## src/rtl/exp2_fixed_point_pkg.sv

```systemverilog
// Shared widths and types for the fixed-point 2^x antilog pipeline.
// INT_W must equal clog2(WORD_W) so the integer part spans every legal shift.
package exp2_fixed_point_pkg;
    localparam int WORD_W = 8;
    localparam int FRAC_W = 8;
    localparam int INT_W  = 3;
    localparam int ACC_W  = FRAC_W + WORD_W + 1;

    typedef logic [INT_W+FRAC_W-1:0] log_t;
    typedef logic [ACC_W-1:0]        acc_t;
    typedef logic [INT_W-1:0]        sh_t;
    typedef logic [WORD_W-1:0]       word_t;

    // Mitchell mantissa: 2^f is approximated by 1+f, placed at the bottom of the accumulator.
    function automatic acc_t mitchell_mant(input logic [FRAC_W-1:0] frac);
        return {{(ACC_W-FRAC_W-1){1'b0}}, 1'b1, frac};
    endfunction
endpackage

```

## src/rtl/exp2_shift_stage.sv

```systemverilog
// One registered conditional left-shift stage of the antilog barrel shifter.
// Shifts the accumulator by SHIFT when i_sh[SEL_BIT] is set; everything holds while i_adv is low.
module exp2_shift_stage
    import exp2_fixed_point_pkg::*;
#(
    parameter int SHIFT   = 1,
    parameter int SEL_BIT = 0
) (
    input  logic clk,
    input  logic reset,
    input  logic i_adv,
    input  logic i_valid,
    input  logic i_zero,
    input  sh_t  i_sh,
    input  acc_t i_acc,
    output logic o_valid,
    output logic o_zero,
    output sh_t  o_sh,
    output acc_t o_acc
);
    logic r_valid;
    logic r_zero;
    sh_t  r_sh;
    acc_t r_acc;

    always_ff @(posedge clk or posedge reset) begin
        if (reset) begin
            r_valid <= 1'b0;
            r_zero  <= 1'b0;
            r_sh    <= '0;
            r_acc   <= '0;
        end else if (i_adv) begin
            r_valid <= i_valid;
            r_zero  <= i_zero;
            r_sh    <= i_sh;
            r_acc   <= i_sh[SEL_BIT] ? (i_acc << SHIFT) : i_acc;
        end
    end

    assign o_valid = r_valid;
    assign o_zero  = r_zero;
    assign o_sh    = r_sh;
    assign o_acc   = r_acc;
endmodule

```

## src/rtl/exp2_fixed_point_pipe.sv

```systemverilog
// Fixed-point antilog 2^x: Mitchell mantissa, staged barrel left-shift by the integer part,
// then round half-up and saturate to WORD_W bits. Five register stages, one sample per cycle.
module exp2_fixed_point_pipe
    import exp2_fixed_point_pkg::*;
(
    input  logic        clk,
    input  logic        reset,
    input  logic        enb,
    input  logic        i_VALID,
    output logic        o_READY,
    input  log_t        i_LOG,
    input  logic        i_ZERO,
    output logic        o_VALID,
    input  logic        i_READY,
    output word_t       o_WORD,
    output logic        o_SAT
);
    // Handshake: a transfer happens only on an enabled edge where valid and ready are both high.
    // The whole pipe moves as one: it advances when enabled and the output slot is empty or being
    // taken; otherwise every stage holds, so o_READY is exactly that advance condition.
    logic w_adv;
    logic r_out_valid;

    assign w_adv   = enb & (~r_out_valid | i_READY);
    assign o_READY = w_adv;

    logic r_s0_valid;
    logic r_s0_zero;
    sh_t  r_s0_sh;
    acc_t r_s0_acc;

    always_ff @(posedge clk or posedge reset) begin
        if (reset) begin
            r_s0_valid <= 1'b0;
            r_s0_zero  <= 1'b0;
            r_s0_sh    <= '0;
            r_s0_acc   <= '0;
        end else if (w_adv) begin
            r_s0_valid <= i_VALID;
            r_s0_zero  <= i_ZERO;
            r_s0_sh    <= i_LOG[INT_W+FRAC_W-1:FRAC_W];
            r_s0_acc   <= mitchell_mant(i_LOG[FRAC_W-1:0]);
        end
    end

    logic w_valid [0:INT_W];
    logic w_zero  [0:INT_W];
    sh_t  w_sh    [0:INT_W];
    acc_t w_acc   [0:INT_W];

    assign w_valid[0] = r_s0_valid;
    assign w_zero[0]  = r_s0_zero;
    assign w_sh[0]    = r_s0_sh;
    assign w_acc[0]   = r_s0_acc;

    // Largest shift first, mirroring the CLZ normalise chain in reverse.
    for (genvar g = 0; g < INT_W; g++) begin : g_shift
        exp2_shift_stage #(
            .SHIFT  (2 ** (INT_W - 1 - g)),
            .SEL_BIT(INT_W - 1 - g)
        ) u_stage (
            .clk    (clk),
            .reset  (reset),
            .i_adv  (w_adv),
            .i_valid(w_valid[g]),
            .i_zero (w_zero[g]),
            .i_sh   (w_sh[g]),
            .i_acc  (w_acc[g]),
            .o_valid(w_valid[g+1]),
            .o_zero (w_zero[g+1]),
            .o_sh   (w_sh[g+1]),
            .o_acc  (w_acc[g+1])
        );
    end

    logic [WORD_W:0] w_int;
    logic [WORD_W:0] w_rnd;
    logic            w_unused;

    assign w_int    = w_acc[INT_W][ACC_W-1:FRAC_W];
    assign w_rnd    = w_int + {{WORD_W{1'b0}}, w_acc[INT_W][FRAC_W-1]};
    assign w_unused = ^{w_sh[INT_W], w_acc[INT_W][FRAC_W-2:0]};

    word_t r_word;
    logic  r_sat;

    // Output word only updates on a valid sample so it keeps its last value across bubbles.
    always_ff @(posedge clk or posedge reset) begin
        if (reset) begin
            r_out_valid <= 1'b0;
            r_word      <= '0;
            r_sat       <= 1'b0;
        end else if (w_adv) begin
            r_out_valid <= w_valid[INT_W];
            if (w_valid[INT_W]) begin
                if (w_zero[INT_W]) begin
                    r_word <= '0;
                    r_sat  <= 1'b0;
                end else if (w_rnd[WORD_W]) begin
                    r_word <= '1;
                    r_sat  <= 1'b1;
                end else begin
                    r_word <= w_rnd[WORD_W-1:0];
                    r_sat  <= 1'b0;
                end
            end
        end
    end

    assign o_VALID = r_out_valid;
    assign o_WORD  = r_word;
    assign o_SAT   = r_sat;
endmodule
```

## config.mk

```make
export PLATFORM = sky130hd
export DESIGN_NAME = exp2_fixed_point_pipe
export DESIGN_NICKNAME = d
export VERILOG_FILES = /design/src/rtl/exp2_fixed_point_pkg.sv /design/src/rtl/exp2_shift_stage.sv /design/src/rtl/exp2_fixed_point_pipe.sv
export SDC_FILE = /design/constraint.sdc
export NUM_CORES = 1
export LEC_CHECK = 0
export ABC_CLOCK_PERIOD_IN_PS = 4000
export BUFFER_PORTS_ARGS = -buffer_cell sky130_fd_sc_hd__clkbuf_2
export CORE_UTILIZATION = 60
export DETAILED_ROUTE_END_ITERATION = 10
export PLACE_DENSITY = 0.81
export SKIP_CTS_REPAIR_TIMING = 1
export SKIP_LAST_GASP = 1
export SYNTH_ARGS = -nofsm -noshare
export SYNTH_HDL_FRONTEND = slang
export SYNTH_SLANG_ARGS = --single-unit
```

## constraint.sdc

```tcl
create_clock -name clk -period 4 [get_ports clk]
set_input_delay 0 -clock clk [delete_from_list [all_inputs] [get_ports clk]]
set_output_delay 0 -clock clk [all_outputs]
set_load 0.02 [all_outputs]
```

==> flow_summary.yaml, run 1 <==
timing:
  setup_viol_count_final: 0
  finalHoldViolations: 0
  period_share_pct: 49.25
  fmax_ghz: 0.5076
  slew_viol_final: 0
  slew_headroom_pct: 46.61
  tightest_slew_ps: 797.9
  min_period_ps: 1970
  fin_skew_ps: 5.160
  grt_setup_unrepaired: "no"
  fin_setup_tns_ps: 0
routing:
  finalWirelength_mm: 4.283
  dr.pass1.iters: 4
  postRouteAntennaNets: 0
  drt-initial-drc-count: 100
  vias: 1725
  drc: 0
  post_drt_wl_per_cell_um: 13.30
  viasPerCell: 5.357
floorplan:
  placementRows: 23
  fp.dieH_um: 67.89
  core_region_area_um2: 4086
  ios: 28
  dieArea_um2: 4609
  die_w_um: 67.89
  initial_core_util_pct: 63.75
synth:
  async_flop_share_pct: 100.0
  ys_seq_area_share_pct: 57.64
  synth_edf_count: 0
  synth.distinct_cells: 29
  syn_inst: 225
  synth_top_area_share_pct: 57.64
  synth_top_cell_by_area: "dfrtp_1"
  syn_area_um2: 2605
  synth-main-ff-cell: "dfrtp_1"
  yosys-top-cells-area: "dfrtp_1 58%, mux2_2 9.5%, mux2i_1 8.5%"
  postSynthNetCount: 244
  ys_warn_count: 0
  syn_avg_cell_area_um2: 11.58
  ys_ff_latch: 60
cts:
  htree_num_levels: 3
  clkTransAtPathRegs_ps: 60
  clk_latency_ps: 320
  cts_tree: "done"
  clock_sinks: 60
  cts_root_buf: "clkbuf_8"
  cts_max_path_buffers: 2
  numCtsBuffers: 9
grt:
  gr-usage-met3_pct: 7.000
  grt_pass1_wl_mm: 6.768
  use_met2_pct: 36.76
  top_usage_layer: "met2"
  grt_use_met1_pct: 23.11
  grt_max_degree: 61
  grt_pass1_vias: 1609
  grt_overflow: 0
  antenna_found_initial: 0
  grtUsageTotal_pct: 21.02
final_layout:
  layout-drive-gt1-share_pct: 26.47
  final_common_cell: "dfrtp_1"
  diodes: 0
  final_cell_mix: "60 x dfrtp_1, 42 x nand2_1, 32 x o21ai_0"
  instances_no_fill: 322
  syn2layout_area_growth_pct: 17.29
  finalNetCount: 286
placed_design:
  dp.cells: 292
  place.detailed.hpwl_mm: 2.731
  gp_congestion: 0.8344
  port_buffers: 27
worst_hold_path:
  hold_path.class: "in -> reg"
critical_path:
  crit_family: "compound AO/OA/AOI/OAI gates"
  slowest_delay_ps: 650
  worst_setup_path_end_kind: "register"
  cp_data_required_time_ps: 4200
  startpoint_type: "register"
  crit_type: "reg -> reg"
  arrival_ps: 2170
  path_max_fanout: 35
  worst_path_max_delay_cell: "o21ai_4"
  crit_chain: "inv_1, o21ai_4, buf_4, mux2_2"
  critical_path_buf_inv_count: 2
outcome:
  status: "complete, no violations"
power_and_ir_drop:
  ir_worst_vdd_uv: 379.3
  pwr-share-seq_pct: 50.1
  p_comb_share_pct: 26.8
  power_w: 0.002092
  switching_share_pct: 33.21
  p_per_area_nw_per_um2: 684.7
  p_int_w: 0.001397
  pwr-share-clk_pct: 23.0
  leakage_nw: 1.449
  switching_power_w: 0.0006947
job:
  maxCapViolCount: 0
[logic make-up (layout without fill, tap and decap cells)]
family,Yosys count,after routing,share of synthesized area (%)
AOI/OAI and AO/OA,44,44,9.511
xor gates and xnor gates,1,1,0.3363
adders and majority gates,2,2,0.9605
buffers and inverters,16,63,3.938
DFF,60,60,57.64
muxes,44,44,17.96
and+or+nand+nor,58,58,9.654
[sequential cells by signal, summed over array words and instances, names as in the netlist]
register                 count
g_shift.u_stage.o_valid      3
r_s0_zero                    1
r_s0_acc                     9
g_shift.u_stage.o_zero       3
o_SAT                        1
g_shift.u_stage.o_sh         3
o_WORD                       8
o_VALID                      1
g_shift.u_stage.o_acc       27
r_s0_valid                   1
r_s0_sh                      3
[worst register-to-register path: stages (launching register included)]
cell and delay [ps]:
dfrtp_1 350, inv_1 90, o21ai_4 650, buf_4 400, mux2_2 370
[worst paths after layout]
| check | from | slack [ps] | end | depth (start not counted) |
|---|---|---|---|---|
| worst max-delay path | o_VALID | 2030 | r_s0_acc[4] | 4 |
| worst min-delay path | enb | 250 | g_shift[0].u_stage.o_acc[9] | 4 |
| worst max register to register | o_VALID | 2030 | r_s0_acc[4] | 4 |
| worst min register to register | o_WORD[1] | 480 | o_WORD[1] | 2 |
| max in group asynchronous | reset | 3110 | r_s0_sh[0] | 4 |
| min in group asynchronous | reset | 420 | g_shift[1].u_stage.o_valid | 4 |
[metrics by stage]
step	instance area [um^2]	utilization (%)	setup slack, ps	hold WS [ps]
detailed placement	2734	66.90	2029	228.1
floorplan	2605	-	2515	150.5
global route	3055	74.77	1876	297.1
finish	3055	74.77	2030	248.7
CTS	2915	71.34	2003	-121.7
global placement	2734	66.90	2066	223.7
[power groups by stage]
| stage | Sequential (W) | Combinational [W] | Clock, W |
|---|---|---|---|
| after floorplan | 0.00101 | 0.000458 | 0 |
| after global placement | 0.00105 | 0.000527 | 0 |
| after detailed placement | 0.00106 | 0.000548 | 0 |
| after CTS | 0.00105 | 0.000559 | 0.000493 |
| after global routing | 0.00109 | 0.000630 | 0.000523 |
| final | 0.00105 | 0.000561 | 0.000482 |
[area by class of cell]
cell class                 instances  area [um^2]
sequential                        60         1501
fill                             277         1031
multi-input combinational        149         1001
timing repair buffer              44        297.8
clock buffer                      15        176.4
tap                               50        62.56
inverter                           3        11.26
clock inverter                     1        5.005
[metal layers]
metal,up-vias,part of all wire (%)
li1,865,-
met5,-,0
met1,828,42
met4,0,1.7
met2,24,54
met3,8,2.7
[cells in the mapped netlist (2+ instances only)]
cell type  count
dfrtp_1       60
nand2_1       42
o21ai_0       32
mux2_2        22
mux2i_1       22
clkbuf_2       5
buf_6          4
nand3_1        4
nor2_1         4
o21ai_1        4
inv_1          3
a22o_1         2
buf_2          2
ha_1           2
nand2b_1       2
nand4_1        2
Note: power is estimated with default switching activity, not from simulation.
==> inputs of run 2 (changes only) <==
--- a/config.mk
+++ b/config.mk
@@ -5,11 +5,11 @@
 export SDC_FILE = /design/constraint.sdc
 export NUM_CORES = 1
 export LEC_CHECK = 0
-export ABC_CLOCK_PERIOD_IN_PS = 4000
+export ABC_CLOCK_PERIOD_IN_PS = 1600
 export BUFFER_PORTS_ARGS = -buffer_cell sky130_fd_sc_hd__clkbuf_2
-export CORE_UTILIZATION = 60
+export CORE_UTILIZATION = 52
 export DETAILED_ROUTE_END_ITERATION = 10
-export PLACE_DENSITY = 0.81
+export PLACE_DENSITY = 0.75
 export SKIP_CTS_REPAIR_TIMING = 1
 export SKIP_LAST_GASP = 1
 export SYNTH_ARGS = -nofsm -noshare
==> constraint.sdc (replaced) <==
create_clock -name clk -period 1.6 [get_ports clk]
set_input_delay 0 -clock clk [delete_from_list [all_inputs] [get_ports clk]]
set_output_delay 0 -clock clk [all_outputs]
set_load 0.02 [all_outputs]
==> run 2 against run 1 <==
Clock power grew to 2.6 times the previous value. Global-route usage shrank 3.6 points. First-iteration DRC count shrank 5.0%. Die area grew 15%. Largest cell class unchanged. Sequential share of layout area shrank 1.1 points.
==> flow_summary.yaml, run 2 (same netlist as run 1, synthesis figures left out) <==
outcome:
  status: "complete, no violations"
routing:
  drt-initial-drc-count: 95
  finalWirelength_mm: 3.879
  drc: 0
  viasPerCell: 4.891
  dr.pass1.iters: 4
  post_drt_wl_per_cell_um: 11.41
  vias: 1663
  postRouteAntennaNets: 0
timing:
  setup_viol_count_final: 0
  grt_setup_unrepaired: "no"
  fin_skew_ps: 7.208
  fmax_ghz: 0.6636
  tightest_slew_ps: 446.5
  min_period_ps: 1507
  slew_headroom_pct: 70.23
  slew_viol_final: 0
  finalHoldViolations: 0
  fin_setup_tns_ps: 0
  period_share_pct: 94.19
critical_path:
  path_depth: 6
  reg2reg_depth: 6
  worst_setup_path_end_kind: "register"
  arrival_ps: 1720
  crit_chain: "ha_1, ha_2, and3_2, nand3_1, mux2i_1, o21ai_0"
  slowest_delay_ps: 380
  cp_data_required_time_ps: 1810
  worst_path_max_delay_cell: "dfrtp_1"
  crit_type: "reg -> reg"
  crit_family: "adder cells"
  r2r_setup_slack_ps: 90
  critical_path_buf_inv_count: 0
  path_max_fanout: 3
  startpoint_type: "register"
grt:
  grt_pass1_wl_mm: 6.686
  grt_max_degree: 61
  grt_overflow: 0
  grtUsageTotal_pct: 17.42
  antenna_found_initial: 0
  grt_pass1_vias: 1524
power_and_ir_drop:
  ir_worst_vdd_uv: 923.6
  power_w: 0.005244
  leakage_nw: 1.470
  p_per_area_nw_per_um2: 1678
floorplan:
  core_region_area_um2: 4786
  initial_core_util_pct: 54.43
  fp.dieH_um: 72.78
  die_w_um: 72.78
  placementRows: 25
  dieArea_um2: 5297
  ios: 28
cts:
  cts_root_buf: "clkbuf_8"
  clk_latency_ps: 330
  clock_sinks: 60
  clkTransAtPathRegs_ps: 60
  cts_tree: "done"
  htree_num_levels: 3
  numCtsBuffers: 9
  cts_max_path_buffers: 2
final_layout:
  final_cell_mix: "60 x dfrtp_1, 42 x nand2_1, 32 x o21ai_0"
  final_common_cell: "dfrtp_1"
  syn2layout_area_growth_pct: 19.98
  largest_reg_flops: 27
  diodes: 0
  layout-drive-gt1-share_pct: 27.84
  finalNetCount: 288
  fillers: 385
  fin_area_um2: 3126
  instances_no_fill: 340
worst_hold_path:
  hold_path.class: "in -> reg"
  hold_path_depth: 3
job:
  maxCapViolCount: 0
placed_design:
  port_buffers: 27
  dp.cells: 311
  dpl-instance-area_um2: 2795
  place.detailed.hpwl_mm: 2.518
  gp_congestion: 0.8016
## run 2: cell count changes in the layout (fill, tap and decap cells not counted), sizes merged
cell | before | now
buf | 3 | 5
clkbuf | 42 | 41
## run 2: where the power goes
part,internal [W],leakage (nW),switching [W]
registers,0.00210,0.745,0.000505
clock network,0.000721,0.0986,0.000529
logic,0.000732,0.626,0.000658
total,0.00355,1.47,0.00169
## run 2: final timing paths
kind / end / start
worst max-delay path: o_WORD[6] / g_shift[2].u_stage.o_acc[7]
worst min-delay path: o_VALID / i_READY
worst max register to register: o_WORD[6] / g_shift[2].u_stage.o_acc[7]
worst min register to register: o_WORD[5] / o_WORD[5]
max in group asynchronous: g_shift[1].u_stage.o_acc[9] / reset
min in group asynchronous: g_shift[0].u_stage.o_sh[1] / reset
## run 2: metal layers
metal | vias up | share of wire (%) | GRT usage, % | routed length [um]
li1 | 869 | - | - | -
met1 | 759 | 45 | 18.99 | 1747
met2 | 31 | 49 | 28.56 | 1909
met3 | 4 | 4.1 | 8.287 | 159
met4 | 0 | 1.6 | 8.497 | 62
met5 | - | 0 | 0 | 0
## run 2: through the flow
step                util (%)  worst slack (ps)  hold slack (ps)
floorplan                  -             115.3            150.5
global placement       58.41             116.1            61.29
detailed placement     58.41             61.62            65.65
CTS                    62.33             54.18           -302.2
global route           65.31             20.77            110.8
finish                 65.31             92.97            73.25
## run 2: final cells by class
type                    instances  area [um^2]  share of cell area, %
clock buffers                  14        182.7                  5.845
clock inverters                 1        5.005                 0.1601
inverters                       3        11.26                 0.3603
multi-input cells             149         1003                  32.11
flip-flops and latches         60         1501                  48.04
well taps                      67        83.83                  2.682
repair buffers                 46        337.8                  10.81
## run 2: worst reg2reg max path, stage by stage, from the launching register on
cell,delay [ps]
dfrtp_1,380
ha_1,230
ha_2,200
and3_2,220
nand3_1,90
mux2i_1,180
o21ai_0,80
==> inputs of run 3 (changes only) <==
--- a/config.mk
+++ b/config.mk
@@ -9,6 +9,7 @@
 export BUFFER_PORTS_ARGS = -buffer_cell sky130_fd_sc_hd__clkbuf_2
 export CORE_UTILIZATION = 52
 export DETAILED_ROUTE_END_ITERATION = 10
+export MAX_ROUTING_LAYER = met4
 export PLACE_DENSITY = 0.75
 export SKIP_CTS_REPAIR_TIMING = 1
 export SKIP_LAST_GASP = 1
==> run 3 against run 2 <==
Clock skew is 2.1 ps lower. Non-clock buffer count stayed put. Power hardly changed. Sequential cell count stayed put. Sequential share of layout area stayed put. Count of clock-buffer cells in the layout stayed put. Largest power group unchanged. Highest routed layer unchanged.
==> flow_summary.yaml, run 3 (same netlist as run 1, synthesis figures left out) <==
outcome:
  status: "complete, no violations"
floorplan:
  dieArea_um2: 5297
  placementRows: 25
  die_w_um: 72.78
  fp.dieH_um: 72.78
  core_region_area_um2: 4786
  initial_core_util_pct: 54.43
  ios: 28
final_layout:
  fin_area_um2: 3126
  diodes: 0
  final_cell_mix: "60 x dfrtp_1, 42 x nand2_1, 32 x o21ai_0"
  largest_reg_flops: 27
  layout-drive-gt1-share_pct: 27.84
  instances_no_fill: 340
  syn2layout_area_growth_pct: 19.98
  final_common_cell: "dfrtp_1"
  final_util_pct: 65.31
  finalNetCount: 288
cts:
  cts_max_path_buffers: 2
  htree_num_levels: 3
  clkTransAtPathRegs_ps: 60
  cts_root_buf: "clkbuf_8"
  clk_latency_ps: 330
  clock_sinks: 60
  cts_tree: "done"
  numCtsBuffers: 9
placed_design:
  port_buffers: 27
  dp.cells: 311
  gp_congestion: 0.8132
  place.detailed.hpwl_mm: 2.518
  dpl-instance-area_um2: 2795
routing:
  vias: 1669
  post_drt_wl_per_cell_um: 11.41
  m1WireLength_mm: 1.764
  drt-initial-drc-count: 95
  finalWirelength_mm: 3.878
  wl_met2_mm: 1.873
  met3_length_um: 171
  top_layer_used: "met4"
  viasPerCell: 4.909
  drc: 0
  dr.pass1.iters: 4
  postRouteAntennaNets: 0
timing:
  fin_setup_tns_ps: 0
  finalHoldViolations: 0
  slew_viol_final: 0
  setup_viol_count_final: 0
  period_share_pct: 94.25
  grt_setup_unrepaired: "no"
  fin_skew_ps: 5.136
  slew_headroom_pct: 70.20
  min_period_ps: 1508
  tightest_slew_ps: 446.9
  fmax_ghz: 0.6632
critical_path:
  slowest_delay_ps: 380
  crit_type: "reg -> reg"
  path_max_fanout: 3
  crit_chain: "ha_1, ha_2, and3_2, nand3_1, mux2i_1, o21ai_0"
  startpoint_type: "register"
  worst_path_max_delay_cell: "dfrtp_1"
  arrival_ps: 1720
  cp_data_required_time_ps: 1810
  worst_setup_path_end_kind: "register"
power_and_ir_drop:
  p_comb_share_pct: 26.5
  pwr-share-seq_pct: 49.6
  p_per_area_nw_per_um2: 1679
  leakage_nw: 1.470
  ir_worst_vdd_uv: 926.4
  switching_share_pct: 32.31
  switching_power_w: 0.001695
  pwr-share-clk_pct: 23.9
  p_int_w: 0.003552
worst_hold_path:
  hold_path.class: "in -> reg"
grt:
  antenna_found_initial: 0
  grtUsageTotal_pct: 17.86
  grt_max_degree: 61
  grt_pass1_wl_mm: 6.665
  grt_pass1_vias: 1534
  grt_overflow: 0
job:
  maxCapViolCount: 0
[run 3: cell counts in the layout (fill, tap and decap cells not counted)]
No cell type changed its count.
[run 3: through the flow]
stage / power (W) / setup WS [ps] / hold slack, ps
6_report: 0.005247 / 92.07 / 72.73
5_1_grt: 0.005644 / 20.18 / 115.2
4_1_cts: 0.005288 / 54.18 / -302.2
3_5_place_dp: 0.004015 / 61.62 / 65.65
3_3_place_gp: 0.003963 / 116.1 / 61.29
2_1_floorplan: 0.003673 / 115.3 / 150.5
[run 3: worst max-delay path, delay by kind of cell, from the launching register on]
| kind | cells | cell delay [ps] |
|---|---|---|
| adder cells (fa/ha/maj) | 2 | 430 |
| flip-flops | 1 | 380 |
| AND/OR/NAND/NOR | 2 | 310 |
| multiplexers | 1 | 180 |
| AO/OA/AOI/OAI | 1 | 80 |
[run 3: routing by layer]
layer  up-vias  global-route usage [%]
li1        867                       -
met2        39                   28.56
met3         5                   7.044
met5         -                       -
met1       758                   18.99
met4         0                   9.804
[run 3: final cells by class]
type	count	area [um^2]
fill	385	1660
sequential	60	1501
multi-input combinational	149	1003
timing repair buffer	46	337.8
clock buffer	14	182.7
tap	67	83.83
inverter	3	11.26
clock inverter	1	5.005
[run 3: final timing paths]
check,startpoint,depth (start not counted),to,slack [ps]
max in group asynchronous,reset,4,g_shift[0].u_stage.o_acc[10],1100
hold reg to reg,o_WORD[5],2,o_WORD[5],480
min in group asynchronous,reset,4,g_shift[0].u_stage.o_sh[1],250
setup reg to reg,g_shift[2].u_stage.o_acc[7],6,o_WORD[6],90
hold / removal,i_READY,3,o_VALID,70
setup / recovery,g_shift[2].u_stage.o_acc[7],6,o_WORD[6],90
[run 3: power groups by stage]
stage	clock network, W	logic [W]	registers [W]
final	0.00125	0.00139	0.00260
after global routing	0.00135	0.00159	0.00270
after CTS	0.00129	0.00138	0.00261
after detailed placement	0	0.00137	0.00264
after global placement	0	0.00135	0.00261
after floorplan	0	0.00115	0.00253
